--- src/rtl/vga_timing_gen_if.sv ---
// vga_timing_gen_if: raster timing signals from the timing generator to the renderer
interface vga_timing_gen_if;
  logic [9:0] hCount;
  logic [9:0] vCount;
  logic hSync;
  logic vSync;
  logic bright;
  logic pix_tick;
  logic frame_tick;
  logic game_tick;
  modport master(output hCount, vCount, hSync, vSync, bright, pix_tick, frame_tick, game_tick);
  modport slave(input hCount, vCount, hSync, vSync, bright, pix_tick, frame_tick, game_tick);
endinterface

--- src/rtl/vga_timing_gen.sv ---
// vga_timing_gen: pixel divider, 800x525 raster counters, registered sync/bright and frame/game pulses
module vga_timing_gen #(
  parameter int CLK_DIV     = 4,
  parameter int H_TOTAL     = 800,
  parameter int H_SYNC      = 96,
  parameter int H_ACT_START = 144,
  parameter int H_ACT_END   = 783,
  parameter int V_TOTAL     = 525,
  parameter int V_SYNC      = 2,
  parameter int V_ACT_START = 35,
  parameter int V_ACT_END   = 514,
  parameter int FRAME_DIV   = 1
) (
  input  logic clk,
  input  logic rst_n,
  vga_timing_gen_if.master vga
);
  logic [3:0] div_cnt;
  logic [7:0] fcnt;
  logic pix, h_end, v_end, frame;
  logic [9:0] h_nxt, v_nxt;
  always_comb begin
    pix   = div_cnt == 4'(CLK_DIV - 1);
    h_end = vga.hCount == 10'(H_TOTAL - 1);
    v_end = vga.vCount == 10'(V_TOTAL - 1);
    frame = pix && h_end && v_end;
    h_nxt = pix ? (h_end ? 10'd0 : vga.hCount + 10'd1) : vga.hCount;
    v_nxt = (pix && h_end) ? (v_end ? 10'd0 : vga.vCount + 10'd1) : vga.vCount;
  end
  assign vga.pix_tick   = pix;
  assign vga.frame_tick = frame;
  assign vga.game_tick  = frame && fcnt == 8'(FRAME_DIV - 1);
  // sync/bright are derived from next-state counters so they line up with the counters they describe
  always_ff @(posedge clk) begin
    if (!rst_n) begin
      div_cnt    <= '0;
      fcnt       <= '0;
      vga.hCount <= '0;
      vga.vCount <= '0;
      vga.hSync  <= 1'b0;
      vga.vSync  <= 1'b0;
      vga.bright <= 1'b0;
    end else begin
      div_cnt    <= pix ? 4'd0 : div_cnt + 4'd1;
      vga.hCount <= h_nxt;
      vga.vCount <= v_nxt;
      vga.hSync  <= h_nxt >= 10'(H_SYNC);
      vga.vSync  <= v_nxt >= 10'(V_SYNC);
      vga.bright <= h_nxt >= 10'(H_ACT_START) && h_nxt <= 10'(H_ACT_END) &&
                    v_nxt >= 10'(V_ACT_START) && v_nxt <= 10'(V_ACT_END);
      if (frame) fcnt <= (fcnt == 8'(FRAME_DIV - 1)) ? 8'd0 : fcnt + 8'd1;
    end
  end
endmodule
--- src/flat_wrapper.sv ---
// flat-port wrapper written by rule: the top's interface ports become plain ports
module vga_timing_gen_flat 
#(
  parameter int CLK_DIV     = 4,
  parameter int H_TOTAL     = 800,
  parameter int H_SYNC      = 96,
  parameter int H_ACT_START = 144,
  parameter int H_ACT_END   = 783,
  parameter int V_TOTAL     = 525,
  parameter int V_SYNC      = 2,
  parameter int V_ACT_START = 35,
  parameter int V_ACT_END   = 514,
  parameter int FRAME_DIV   = 1
)
  (clk, rst_n, vga_hCount, vga_vCount, vga_hSync, vga_vSync, vga_bright, vga_pix_tick, vga_frame_tick, vga_game_tick);
  vga_timing_gen_if vga_i ();
  input  logic clk;
  input  logic rst_n;
  output wire logic [$bits(vga_i.hCount)-1:0] vga_hCount;
  output wire logic [$bits(vga_i.vCount)-1:0] vga_vCount;
  output wire logic [$bits(vga_i.hSync)-1:0] vga_hSync;
  output wire logic [$bits(vga_i.vSync)-1:0] vga_vSync;
  output wire logic [$bits(vga_i.bright)-1:0] vga_bright;
  output wire logic [$bits(vga_i.pix_tick)-1:0] vga_pix_tick;
  output wire logic [$bits(vga_i.frame_tick)-1:0] vga_frame_tick;
  output wire logic [$bits(vga_i.game_tick)-1:0] vga_game_tick;
  assign vga_hCount = vga_i.hCount;
  assign vga_vCount = vga_i.vCount;
  assign vga_hSync = vga_i.hSync;
  assign vga_vSync = vga_i.vSync;
  assign vga_bright = vga_i.bright;
  assign vga_pix_tick = vga_i.pix_tick;
  assign vga_frame_tick = vga_i.frame_tick;
  assign vga_game_tick = vga_i.game_tick;
  vga_timing_gen #(.CLK_DIV(CLK_DIV), .H_TOTAL(H_TOTAL), .H_SYNC(H_SYNC), .H_ACT_START(H_ACT_START), .H_ACT_END(H_ACT_END), .V_TOTAL(V_TOTAL), .V_SYNC(V_SYNC), .V_ACT_START(V_ACT_START), .V_ACT_END(V_ACT_END), .FRAME_DIV(FRAME_DIV)) u_core (.clk(clk), .rst_n(rst_n), .vga(vga_i));
endmodule
--- config.mk ---
export PLATFORM = sky130hd
export DESIGN_NAME = vga_timing_gen_flat
export DESIGN_NICKNAME = d
export VERILOG_FILES = /design/src/rtl/vga_timing_gen_if.sv /design/src/rtl/vga_timing_gen.sv /design/src/flat_wrapper.sv
export SDC_FILE = /design/constraint.sdc
export NUM_CORES = 1
export LEC_CHECK = 0
export BUFFER_PORTS_ARGS = -buffer_cell sky130_fd_sc_hd__buf_2
export CORE_UTILIZATION = 39
export CTS_BUF_LIST = sky130_fd_sc_hd__clkbuf_16
export CTS_CLUSTER_DIAMETER = 60
export DETAILED_ROUTE_END_ITERATION = 12
export PLACE_DENSITY_LB_ADDON = 0.05
export SETUP_SLACK_MARGIN = 0.15
export SLEW_MARGIN = 20
export SYNTH_ARGS = -nofsm -noshare
export SYNTH_HDL_FRONTEND = slang
export SYNTH_SLANG_ARGS = --single-unit
--- constraint.sdc ---
create_clock -name clk -period 3.2 [get_ports clk]
set_input_delay 0.16 -clock clk [delete_from_list [all_inputs] [get_ports clk]]
set_output_delay 0.16 -clock clk [all_outputs]
set_load 0.01 [all_outputs]
* Word level (Yosys, flattened, before mapping)
Index checks and enable logic that the tools add are counted.
** Word-level totals
- Register bits after elaboration :: 35
- Input bits :: 2
- Output and inout port bits :: 26
- Logic and storage cells :: 34
** Operators by class
- Add/sub/neg operators :: 4
- $lt $le $gt $ge :: 6
- Equal/unequal tests :: 3
- Multiplexer cells :: 5
- Bitwise operators :: 1
- Reductions and logical operators :: 8
** Operator list (count)
- 10-bit 2-to-1 mux :: 4
- 10-bit by 1-bit adder with 10-bit output (second input constant) :: 2
- 10-bit equality test (second input constant) :: 2
- 10-bit <= comparator (second input constant) :: 2
- 10-bit by 2-bit greater-or-equal comparator with 1-bit output (second input constant) :: 1
- 10-bit by 6-bit greater-or-equal comparator with 1-bit output (second input constant) :: 1
- 10-bit by 7-bit greater-or-equal comparator with 1-bit output (second input constant) :: 1
- 10-bit by 8-bit greater-or-equal comparator with 1-bit output (second input constant) :: 1
- 8-bit by 1-bit adder with 8-bit output (second input constant) :: 1
- 8-bit zero test :: 1
- 8-bit 2-to-1 mux :: 1
- 1-bit logical AND :: 6
- 4-bit by 1-bit adder with 4-bit output (second input constant) :: 1
- 4-bit by 2-bit equality test with 1-bit output (second input constant) :: 1
- 2-bit OR reduction :: 1
- 1-bit NOT :: 1

* Longest topological paths before layout
Gate-level depths: netlist of run 1.
- Word-level depth :: 7
- Gate-level depth with buffers :: 10
- Depth with buffers taken out :: 9

* Worst setup path before layout of run 1
Ideal clock, no wire load.
- Path kind :: flip-flop to flip-flop
- From :: register u_core.div_cnt[0]
- To :: register u_core.vga.bright
- Setup time :: 0.086 ns
- Arrival :: 2.542 ns
- Data required time :: 3.114 ns
- Setup slack :: 0.573 ns
- Cell stages (with the launch flop) :: 11
- Buffers on the path :: 1
- Period minus slack after synthesis :: 2.627 ns
- Cells stage by stage :: dfxtp_1 > ha_1 > or3b_1 > inv_1 > and4_1 > buf_2 > nand2_1 > nor4_1 > a21oi_1 > or4_1 > a211oi_1
** On the way
- Cells in the longest elaborated chain, start to end :: 6
- Elaborated cells on any way between the ends :: 11
- Classes of those cells :: order compare (4); eq/ne (1); mux (2); reduce/logical (4)
** Ends and longest elaborated chain
- from (decl) :: RTL line vga_timing_gen.sv:18 : logic [3:0] div_cnt;
- from (signal assigned) :: RTL line vga_timing_gen.sv:44 : div_cnt <= pix ? 4'd0 : div_cnt + 4'd1;
- 4-bit by 2-bit equality test with 1-bit output * :: RTL line vga_timing_gen.sv:23 : pix = div_cnt == 4'(CLK_DIV - 1);
- via vga_pix_tick :: RTL line flat_wrapper.sv:24 : output wire logic [$bits(vga_i.pix_tick)-1:0] vga_pix_tick;
- 10-bit 2-to-1 mux or 1-bit logical AND (tied branches) :: RTL line vga_timing_gen.sv:27, vga_timing_gen.sv:28
- 10-bit by 8-bit greater-or-equal comparator with 1-bit output, or another cell as far along :: RTL line vga_timing_gen.sv:49 : vga.bright <= h_nxt >= 10'(H_ACT_START) && h_nxt <= 10'(H_ACT_END) &&
- 1-bit logical AND or 10-bit by 6-bit greater-or-equal comparator with 1-bit output (tied branches) :: RTL line vga_timing_gen.sv:49, vga_timing_gen.sv:50
- 1-bit logical AND :: RTL line vga_timing_gen.sv:49
- 1-bit logical AND * :: RTL line vga_timing_gen.sv:50 : v_nxt >= 10'(V_ACT_START) && v_nxt <= 10'(V_ACT_END);
- to (signal assigned) :: RTL line vga_timing_gen.sv:49
- to (decl) :: RTL line vga_timing_gen_if.sv:11 : modport master(output hCount, vCount, hSync, vSync, bright, pix_tick, frame_tick, game_tick);
Mark *: on every way through the listed nets, which the timed path passes. The rest lies on a longest branch.
A chain may end at the register's enable or synchronous reset.

* Final worst setup path of run 1
- From :: register u_core.div_cnt[0]
- To :: register u_core.vga.bright
** On the way
- Cells in the longest elaborated chain, start to end :: 6
- Elaborated cells on any way between the ends :: 11
- Classes of those cells :: order compare (4); eq/ne (1); mux (2); reduce/logical (4)
** Ends and longest elaborated chain (RTL line)
- 4-bit by 2-bit equality test with 1-bit output * :: vga_timing_gen.sv:23
- 10-bit 2-to-1 mux or 1-bit logical AND (tied branches) :: vga_timing_gen.sv:27, vga_timing_gen.sv:28
- 10-bit by 8-bit greater-or-equal comparator with 1-bit output, or another cell as far along :: vga_timing_gen.sv:49
- 1-bit logical AND or 10-bit by 6-bit greater-or-equal comparator with 1-bit output (tied branches) :: vga_timing_gen.sv:49, vga_timing_gen.sv:50
- 1-bit logical AND :: vga_timing_gen.sv:49
- 1-bit logical AND * :: vga_timing_gen.sv:50
Mark *: on every way between the ends. The rest lies on a longest branch, timed or not.

==> results of run 1 <==
## power groups by stage
stage	clock network, mW	logic [mW]	registers (mW)
after global placement	0	0.0242	0.453
after detailed placement	0	0.0243	0.453
after floorplan	0	0.0150	0.453
final	0.454	0.0238	0.444
after CTS	0.466	0.0243	0.444
after global routing	0.493	0.0275	0.444
## stage by stage
step / cell area [um2] / hold slack (ns) / std cells
global placement: 2050 / 0.448 / 309
finish: 2190 / 0.233 / 317
global route: 2190 / 0.235 / 317
detailed placement: 2050 / 0.461 / 309
floorplan: 1860 / 0.282 / 234
CTS: 2190 / 0.230 / 317
## sequential cells by signal (all words and copies together), names as in the netlist
name / flops
u_core.vga.hCount: 10
u_core.vga.vCount: 10
u_core.vga.hSync: 1
u_core.div_cnt: 4
u_core.fcnt: 8
u_core.vga.bright: 1
u_core.vga.vSync: 1
## final timing paths
check | startpoint | endpoint | slack [ns]
max | u_core.div_cnt[0] | u_core.vga.bright | 0.42
max reg2reg | u_core.div_cnt[0] | u_core.vga.bright | 0.42
min | rst_n | u_core.vga.hCount[7] | 0.23
min reg2reg | u_core.div_cnt[0] | u_core.div_cnt[0] | 0.46
## placed cells by master (no fill, tap or decap), types with 2 or more instances in the layout
cell type / netlist / final
xor2_1: 11 / 11
and3_1: 7 / 7
a31oi_1: 4 / 4
xnor2_1: 5 / 5
and4_1: 2 / 2
nor2_1: 33 / 33
nand2b_1: 2 / 2
a211oi_1: 3 / 3
clkinv_1: 0 / 2
nand2_1: 21 / 21
nand3_1: 14 / 14
ha_1: 6 / 6
a21o_1: 2 / 2
buf_2: 1 / 27
or4_1: 2 / 2
mux2i_1: 2 / 2
a22oi_1: 2 / 2
o21ai_0: 10 / 10
inv_1: 9 / 10
a21oi_1: 12 / 12
nand4_1: 8 / 8
dfxtp_1: 35 / 35
nor2b_1: 2 / 2
buf_4: 0 / 5
clkbuf_16: 0 / 5
o22ai_1: 2 / 2
nor3_1: 11 / 11
and2_1: 2 / 2
nor4_1: 3 / 3
## logic make-up (layout without fill, tap and decap cells)
logic type / Yosys count / count (layout) / synth area share
adder cells (fa/ha/maj): 6 / 6 / 0.0404
flip-flops: 35 / 35 / 0.377
AO/OA/AOI/OAI: 41 / 41 / 0.135
AND/OR/NAND/NOR: 115 / 115 / 0.315
multiplexers: 3 / 3 / 0.0168
buffers and inverters: 18 / 49 / 0.0410
XOR/XNOR: 16 / 16 / 0.0754
## final cells by class
class,count,area share
inverters,9,0.0154
flip-flops and latches,35,0.320
clock inverters,3,0.00514
clock buffers,5,0.0571
repair buffers,32,0.0788
well taps,52,0.0297
multi-input cells,181,0.494
## per-layer routing
layer | track usage | wire [um] | up-vias
met4 | 0.0600 | 51 | 0
li1 | - | - | 897
met3 | 0.0442 | 190 | 6
met5 | 0 | 0 | -
met1 | 0.260 | 2300 | 780
met2 | 0.255 | 1800 | 44
## synth_stat cells, types with 3 or more instances
| library cell | count | share of area |
|---|---|---|
| xnor2_1 | 5 | 0.024 |
| nand2_1 | 21 | 0.042 |
| dfxtp_1 | 35 | 0.38 |
| inv_1 | 9 | 0.018 |
| nand4_1 | 8 | 0.027 |
| a21oi_1 | 12 | 0.032 |
| a31oi_1 | 4 | 0.013 |
| nor2_1 | 33 | 0.067 |
| and3_1 | 7 | 0.024 |
| xor2_1 | 11 | 0.052 |
| nor3_1 | 11 | 0.030 |
| ha_1 | 6 | 0.040 |
| a211oi_1 | 3 | 0.012 |
| nor4_1 | 3 | 0.010 |
| o21ai_0 | 10 | 0.027 |
| clkbuf_1 | 7 | 0.014 |
| nand3_1 | 14 | 0.038 |
==> impl_metrics.tcl, run 1 <==
set metrics [dict create \
    path_depth 9 \
    port_buffers 27 \
    worstMarginPinSlew_ns 0.708 \
    post-dp-hpwl_um 3060 \
    min_period_ns 2.78 \
    grt_setup_unrepaired "no" \
    drv_cap 0 \
    place_ws_ns 0.449 \
    gp_routability_congestion 0.819 \
    fillerInstances 434 \
    outcome "completed" \
    rr_worst_depth 9 \
    dr.pass1.iters 6 \
    worstPathMaxFanout 7 \
    synth_edf_count 0 \
    clockBufferDepth 2 \
    hold_depth 2 \
    root_buffer "clkbuf_16" \
    cp_slowest_cell "or4_1" \
    synth_warnings 0 \
    grt_pass1_wl_um 7050 \
    wire_per_inst_um 13.7 \
    rows 24 \
    power.switching_uw 194 \
    h-tree-depth 2 \
    synth.cell_area_mm2 0.00186 \
    drt-total-wl_um 4340 \
    slew_headroom 0.528 \
    layout-drive-gt1-share 0.155 \
    initial_utilization 0.416 \
    ff_latch_area_um2 701 \
    die_area_mm2 0.00505 \
    pwr-share-seq 0.482 \
    critPathBufInv 1 \
    antenna_cells 0 \
    syn_nets 242 \
    setup_tns_ns 0 \
    fin_util 0.490 \
    critical_path.top_delay_family "simple AND/OR/NAND/NOR gates" \
    ys_types 43 \
    drcViolationCount 0 \
    power_leakage_nw 0.899 \
    ys.flop_type "dfxtp_1" \
    cts_setup_buffers 0 \
    cts_resized 0 \
    setup_slack_ns 0.421 \
    critPathKind "reg2reg" \
    swShare 0.211 \
    cp-start-kind "register" \
    die_w_um 71.0 \
    critPathArrivalTime_ns 2.96 \
    cts_buffers 5 \
    via_count 1727 \
    die_y_um 71.0 \
    hold_violations 0 \
    p_clk_frac 0.493 \
    finalCritPeriodShare 0.868 \
    clock_sinks 35 \
    synth_area_per_cell_um2 7.95 \
    hold_path.class "in2reg" \
    end_kind "register" \
    setup_viol 0 \
    ys_seq_elements 35 \
    multi_input_area_mm2 0.00108 \
    power.total_uw 922 \
    clock_latency_ns 0.28 \
    finClkSkew_ns 0.00579 \
    syn2layout_area_growth_pct 17.8 \
    power.internal_uw 728 \
    drtIter0Drc 120 \
    critPathMaxStageDelay_ns 0.51 \
    final_max_slew_viol_count 0 \
    grt_use_total 0.178 \
    path_clk_slew_ns 0.05 \
    ant_nets 0 \
    via_per_inst 5.45 \
    core_mm2 0.00447 \
    synthesis.instances 234 \
    grt_max_degree 22 \
    grt_pass1_vias 1455 \
    p_comb_frac 0.026 \
    vdd_drop_max_mv 0.235 \
    max_freq_mhz 360 \
    path_cells "ha_1 > or3b_1 > inv_1 > and4_1 > nand2_1 > nor4_1 > a21oi_1 > or4_1 > a211oi_1" \
    cts_tree "done" \
    nets 272 \
    antenna_found_initial 0 \
    ys_async_sr_fraction 0 \
    ys_seq_area_frac 0.377 \
    overflow 0 \
    power.density_mw_per_mm2 421 \
    worst_ep_required_time_ns 3.39 \
    postCtsHoldBufs 0 \
    io_pins 28 \
]
No activity file was read; power rests on OpenSTA's default activity.
==> run 2, diff against run 1 <==
Clock period 3.2 ns to 3.1 ns, I/O delays scaled along.
==> run 2 against run 1 <==
Effect of this change: critical path type unchanged; clock-buffer cell count unchanged; worst setup slack got worse by 0.063 ns; register-to-register slack worse by 0.06 ns; critical endpoint unchanged; via count grew 0.46%; sequential share of layout area fell by 0.71 points; the flow now finishes with violations (DRC).
==> impl_metrics.tcl, run 2 (same netlist as run 1, synthesis figures left out) <==
set metrics [dict create \
    outcome "finished, violations left" \
    violations "DRC" \
    cp-endpoint "u_core.vga.bright" \
    fin_util 0.501 \
    initial_utilization 0.416 \
    core_mm2 0.00447 \
    antenna_found_initial 0 \
    grt_pass1_vias 1572 \
    clockBufferDepth 2 \
    min_period_ns 2.74 \
    dr.pass1.iters 9 \
    overflow 0 \
    hold_violations 0 \
    root_buffer "clkbuf_16" \
    ant_nets 0 \
    finClkSkew_ns 0.00350 \
    multi_input_area_mm2 0.00109 \
    p_clk_frac 0.489 \
    swShare 0.207 \
    p_comb_frac 0.028 \
    drt-total-wl_um 4380 \
    io_pins 28 \
    clock_sinks 35 \
    gp_routability_congestion 0.920 \
    cts_tree "done" \
    via_count 1735 \
    max_freq_mhz 365 \
    rr_startpoint "u_core.div_cnt[0]" \
    layout_commonest_cell "dfxtp_1" \
    final_max_slew_viol_count 0 \
    critical_path.top_delay_family "simple AND/OR/NAND/NOR gates" \
    finalCritPeriodShare 0.885 \
    pwr-share-seq 0.483 \
    die_area_mm2 0.00505 \
    drcViolationCount 1 \
    power.density_mw_per_mm2 423 \
    h-tree-depth 2 \
    port_buffers 27 \
    power_leakage_nw 0.924 \
    grt_pass1_wl_um 7320 \
    worstMarginPinSlew_ns 0.713 \
    path_depth 9 \
    via_per_inst 5.39 \
    power.internal_uw 753 \
    die_y_um 71.0 \
    setup_tns_ns 0 \
    critPathArrivalTime_ns 2.92 \
    path_cells "ha_1 > or3b_1 > inv_2 > nand4_1 > buf_4 > a21o_1 > a22o_1 > or4_1 > a211oi_1" \
    end_kind "register" \
    drtIter0Drc 95 \
    die_w_um 71.0 \
    postCtsHoldBufs 0 \
    layout-drive-gt1-share 0.189 \
    antenna_cells 0 \
    cp_slowest_cell "or4_1" \
    power.switching_uw 196 \
    wire_per_inst_um 13.6 \
    path_clk_slew_ns 0.05 \
    critPathMaxStageDelay_ns 0.52 \
    rr_endpoint "u_core.vga.bright" \
    slew_headroom 0.524 \
    grt_max_degree 22 \
    power.total_uw 949 \
    grt_use_total 0.184 \
    vdd_drop_max_mv 0.318 \
    reg.largest.list "u_core.vga.hCount (10), u_core.vga.vCount (10), u_core.fcnt (8)" \
    drv_cap 0 \
    clock_latency_ns 0.27 \
    syn2layout_area_growth_pct 20.5 \
    grt_setup_unrepaired "no" \
    cts_buffers 5 \
    cp-start-kind "register" \
    worstPathMaxFanout 6 \
    hold_path.class "in2reg" \
    setup_viol 0 \
    crit_path_start "u_core.div_cnt[0]" \
    post-dp-hpwl_um 3090 \
    rr_worst_depth 9 \
    fillerInstances 448 \
    critPathKind "reg2reg" \
    worst_ep_required_time_ns 3.28 \
    final_cell_mix "dfxtp_1, nor2_1, buf_2, nand2_1, nand3_1" \
    nets 277 \
    rows 24 \
    ff_latch_area_um2 701 \
    critPathBufInv 2 \
    regToRegSetupSlack_ns 0.36 \
]
==> run 2: cell count changes in the layout (fill, tap and decap cells not counted), moves of 2 or more <==
cell | before | now
buf_4 | 5 | 10
nor3_1 | 11 | 9
clkinv_1 | 2 | 0
nor3_2 | 0 | 2
==> run 2: how the worst min path moves through the flow <==
stage                      startpoint                    to  slack, ns  depth (start not counted)
floorplan                       rst_n  u_core.vga.hCount[2]       0.28                          1
global placement    u_core.div_cnt[0]     u_core.div_cnt[0]       0.44                          1
detailed placement  u_core.div_cnt[0]     u_core.div_cnt[0]       0.45                          1
CTS                             rst_n  u_core.vga.hCount[2]       0.24                          2
global route                    rst_n  u_core.vga.hCount[7]       0.25                          2
finish                          rst_n  u_core.vga.hCount[2]       0.25                          2
==> run 2: timing repair <==
item | 4_1_cts | 5_1_grt
resized for setup | 0 | 4
setup buffers | 0 | 5
hold endpoints to repair | 0 | 0
setup endpoints to repair | 0 | 1
==> run 2: power by group through the flow <==
stage	Combinational (mW)	Sequential, mW	Clock (mW)
floorplan	0.0155	0.468	0
global placement	0.0253	0.468	0
detailed placement	0.0255	0.468	0
CTS	0.0264	0.458	0.482
global route	0.0291	0.459	0.501
finish	0.0261	0.459	0.464
==> run 2: layout make-up <==
class | count | share of cell area
inverter | 9 | 0.0151
multi-input combinational | 181 | 0.488
clock buffer | 5 | 0.0558
clock inverter | 3 | 0.00558
timing repair buffer | 37 | 0.0938
sequential | 35 | 0.313
tap | 52 | 0.0290
==> run 2: metal layers <==
layer	global-route usage	vias to the layer above	wire, um	part of all wire
met3	0.0385	5	185	0.042
met1	0.269	787	2320	0.53
met4	0.0556	0	43	0.0098
met5	0	-	0	0
li1	-	906	-	-
met2	0.270	37	1830	0.42
==> run 2: per-stage QoR <==
stage	std cells	cell area, um2	hold WS, ns	setup WS [ns]
after floorplan	234	1860	0.277	0.473
after global placement	309	2050	0.444	0.380
after detailed placement	309	2050	0.449	0.278
after CTS	317	2190	0.237	0.218
after global routing	322	2240	0.252	0.174
final	322	2240	0.246	0.358
==> run 3, diff against run 2 <==
Settings changed: ABC_AREA from default to 1.
==> run 3 against run 2 <==
Effect of this change: the flow now finishes without violations; via count up 14%; first-iteration DRC count is 59% higher; design area up 9.3%; register-to-register slack improved by 0.72 ns; die area rose by 13%; synthesized area up 13%; worst setup slack gained 0.66 ns.
==> impl_metrics.tcl, run 3 <==
set metrics [dict create \
    slew_headroom 0.563 \
    clock_latency_ns 0.28 \
    grt_pass1_wl_um 7870 \
    critPathArrivalTime_ns 1.93 \
    postCtsHoldBufs 0 \
    layout_commonest_cell "nand2_1" \
    syn2layout_area_growth_pct 16.3 \
    overflow 0 \
    hold_violations 0 \
    muxShareOfSynthArea 0 \
    finalCritPeriodShare 0.672 \
    power_leakage_nw 1.13 \
    synthXorXnorAreaFrac 0.0202 \
    root_buffer "clkbuf_16" \
    synth-simple-area-share 0.441 \
    clockBufferDepth 2 \
    min_period_ns 2.08 \
    grt_pass1_vias 1682 \
    synth-compound-area-share 0.0838 \
    final_cell_mix "nand2_1, nor2_1, inv_1, dfxtp_1, nand3_1" \
    cts_resized 0 \
    grt_max_degree 21 \
    drt-total-wl_um 4980 \
    drtIter0Drc 151 \
    vdd_drop_max_mv 0.199 \
    drcViolationCount 0 \
    ys_types 36 \
    die_area_mm2 0.00570 \
    synthesis.instances 311 \
    synth.cell_area_mm2 0.00211 \
    worstMarginPinSlew_ns 0.655 \
    p_comb_frac 0.036 \
    synth_edf_count 0 \
    power.density_mw_per_mm2 392 \
    setup_viol 0 \
    place_ws_ns 1.09 \
    initial_utilization 0.410 \
    yosys.area.top_type "dfxtp_1" \
    end_kind "output port" \
    cts_tree "done" \
    reg.largest.list "u_core.vga.hCount (10), u_core.vga.vCount (10), u_core.fcnt (8)" \
    rows 26 \
    synth_area_per_cell_um2 6.77 \
    max_freq_mhz 480 \
    nets 350 \
    port_buffers 27 \
    synth_common_cells "nand2_1, nor2_1, inv_1" \
    setup_slack_ns 1.02 \
    swShare 0.215 \
    hold_path.class "in2reg" \
    layout-drive-gt1-share 0.170 \
    setup_tns_ns 0 \
    io_pins 28 \
    finClkSkew_ns 0.00545 \
    wire_per_inst_um 12.1 \
    die_w_um 75.5 \
    grt_setup_unrepaired "no" \
    clock_sinks 35 \
    regToRegSetupSlack_ns 1.08 \
    post-dp-hpwl_um 3800 \
    ys.flop_type "dfxtp_1" \
    dr.pass1.iters 4 \
    grt_use_total 0.185 \
    worst_ep_required_time_ns 2.94 \
    via_per_inst 4.81 \
    final_max_slew_viol_count 0 \
    path_clk_slew_ns 0.05 \
    synth_top_area_frac 0.333 \
    yosysMostFrequentCell "nand2_1" \
    drv_cap 0 \
    cts_setup_buffers 0 \
    syn_nets 319 \
    ys_seq_elements 35 \
    synth_adder_area_share 0.0357 \
    power.internal_uw 754 \
    ant_nets 0 \
    ys_async_sr_fraction 0 \
    antenna_found_initial 0 \
    via_count 1982 \
    power.switching_uw 207 \
    cp-start-kind "register" \
    worstPathMaxFanout 6 \
    fin_util 0.477 \
    critPathKind "reg2out" \
    antenna_cells 0 \
    ys_seq_area_frac 0.333 \
    cts_buffers 5 \
    die_y_um 75.5 \
    h-tree-depth 2 \
    core_mm2 0.00514 \
    outcome "completed" \
    synth.top_cells.by_area "dfxtp_1, nand2_1, nor2_1, inv_1, nand3_1" \
    pwr-share-seq 0.479 \
    synth_top_family_by_area "simple AND/OR/NAND/NOR gates" \
    synth_warnings 0 \
    p_clk_frac 0.485 \
    gp_routability_congestion 0.784 \
]
## run 3: final timing paths
kind                   startpoint                 to  cells after the start
max          u_core.vga.hCount[1]      vga_game_tick                      8
min reg2reg     u_core.div_cnt[0]  u_core.div_cnt[0]                      1
max reg2reg  u_core.vga.hCount[1]     u_core.fcnt[7]                      9
min                         rst_n     u_core.fcnt[1]                      3
## run 3: per-layer routing
layer	up-vias	wire [um]	GRT usage
met5	-	0	0
met4	0	40	0.0494
met3	5	171	0.0423
met2	30	2130	0.275
met1	880	2640	0.270
li1	1067	-	-
## run 3: layout make-up
class	instances	area, um2
clock buffers	5	125
well taps	70	87.6
multi-input cells	228	1220
inverters	45	169
fillers	562	2690
clock inverters	2	8.76
flip-flops and latches	35	701
repair buffers	27	135
## run 3: worst max-delay path, stage by stage, from the launching register on
cell and delay, ns:
dfxtp_1 0.38, ha_1 0.23, nand2_2 0.10, nor2_4 0.17, nand3_2 0.17, nor2_2 0.24
inv_1 0.11, nor2_1 0.10, buf_2 0.13
## run 3: power by group through the flow
stage / clock network (mW) / registers (mW) / logic (mW)
4_1_cts: 0.477 / 0.460 / 0.0355
6_report: 0.466 / 0.460 / 0.0346
3_3_place_gp: 0 / 0.469 / 0.0358
2_1_floorplan: 0 / 0.469 / 0.0268
3_5_place_dp: 0 / 0.470 / 0.0355
5_1_grt: 0.497 / 0.460 / 0.0402
## run 3: metrics by stage
step	cells	cell area [um2]	hold WS, ns	power [mW]
2_1_floorplan	311	2110	0.418	0.496
3_3_place_gp	405	2320	0.432	0.505
3_5_place_dp	405	2320	0.438	0.505
4_1_cts	412	2450	0.243	0.973
5_1_grt	412	2450	0.247	0.998
6_report	412	2450	0.236	0.961
## run 3: logic make-up (layout without fill, tap and decap cells)
family / after synthesis / count (layout)
flops: 35 / 35
buf+inv: 48 / 79
simple gates: 187 / 187
compound gates: 31 / 31
xor+xnor: 4 / 4
fa+ha+maj: 6 / 6
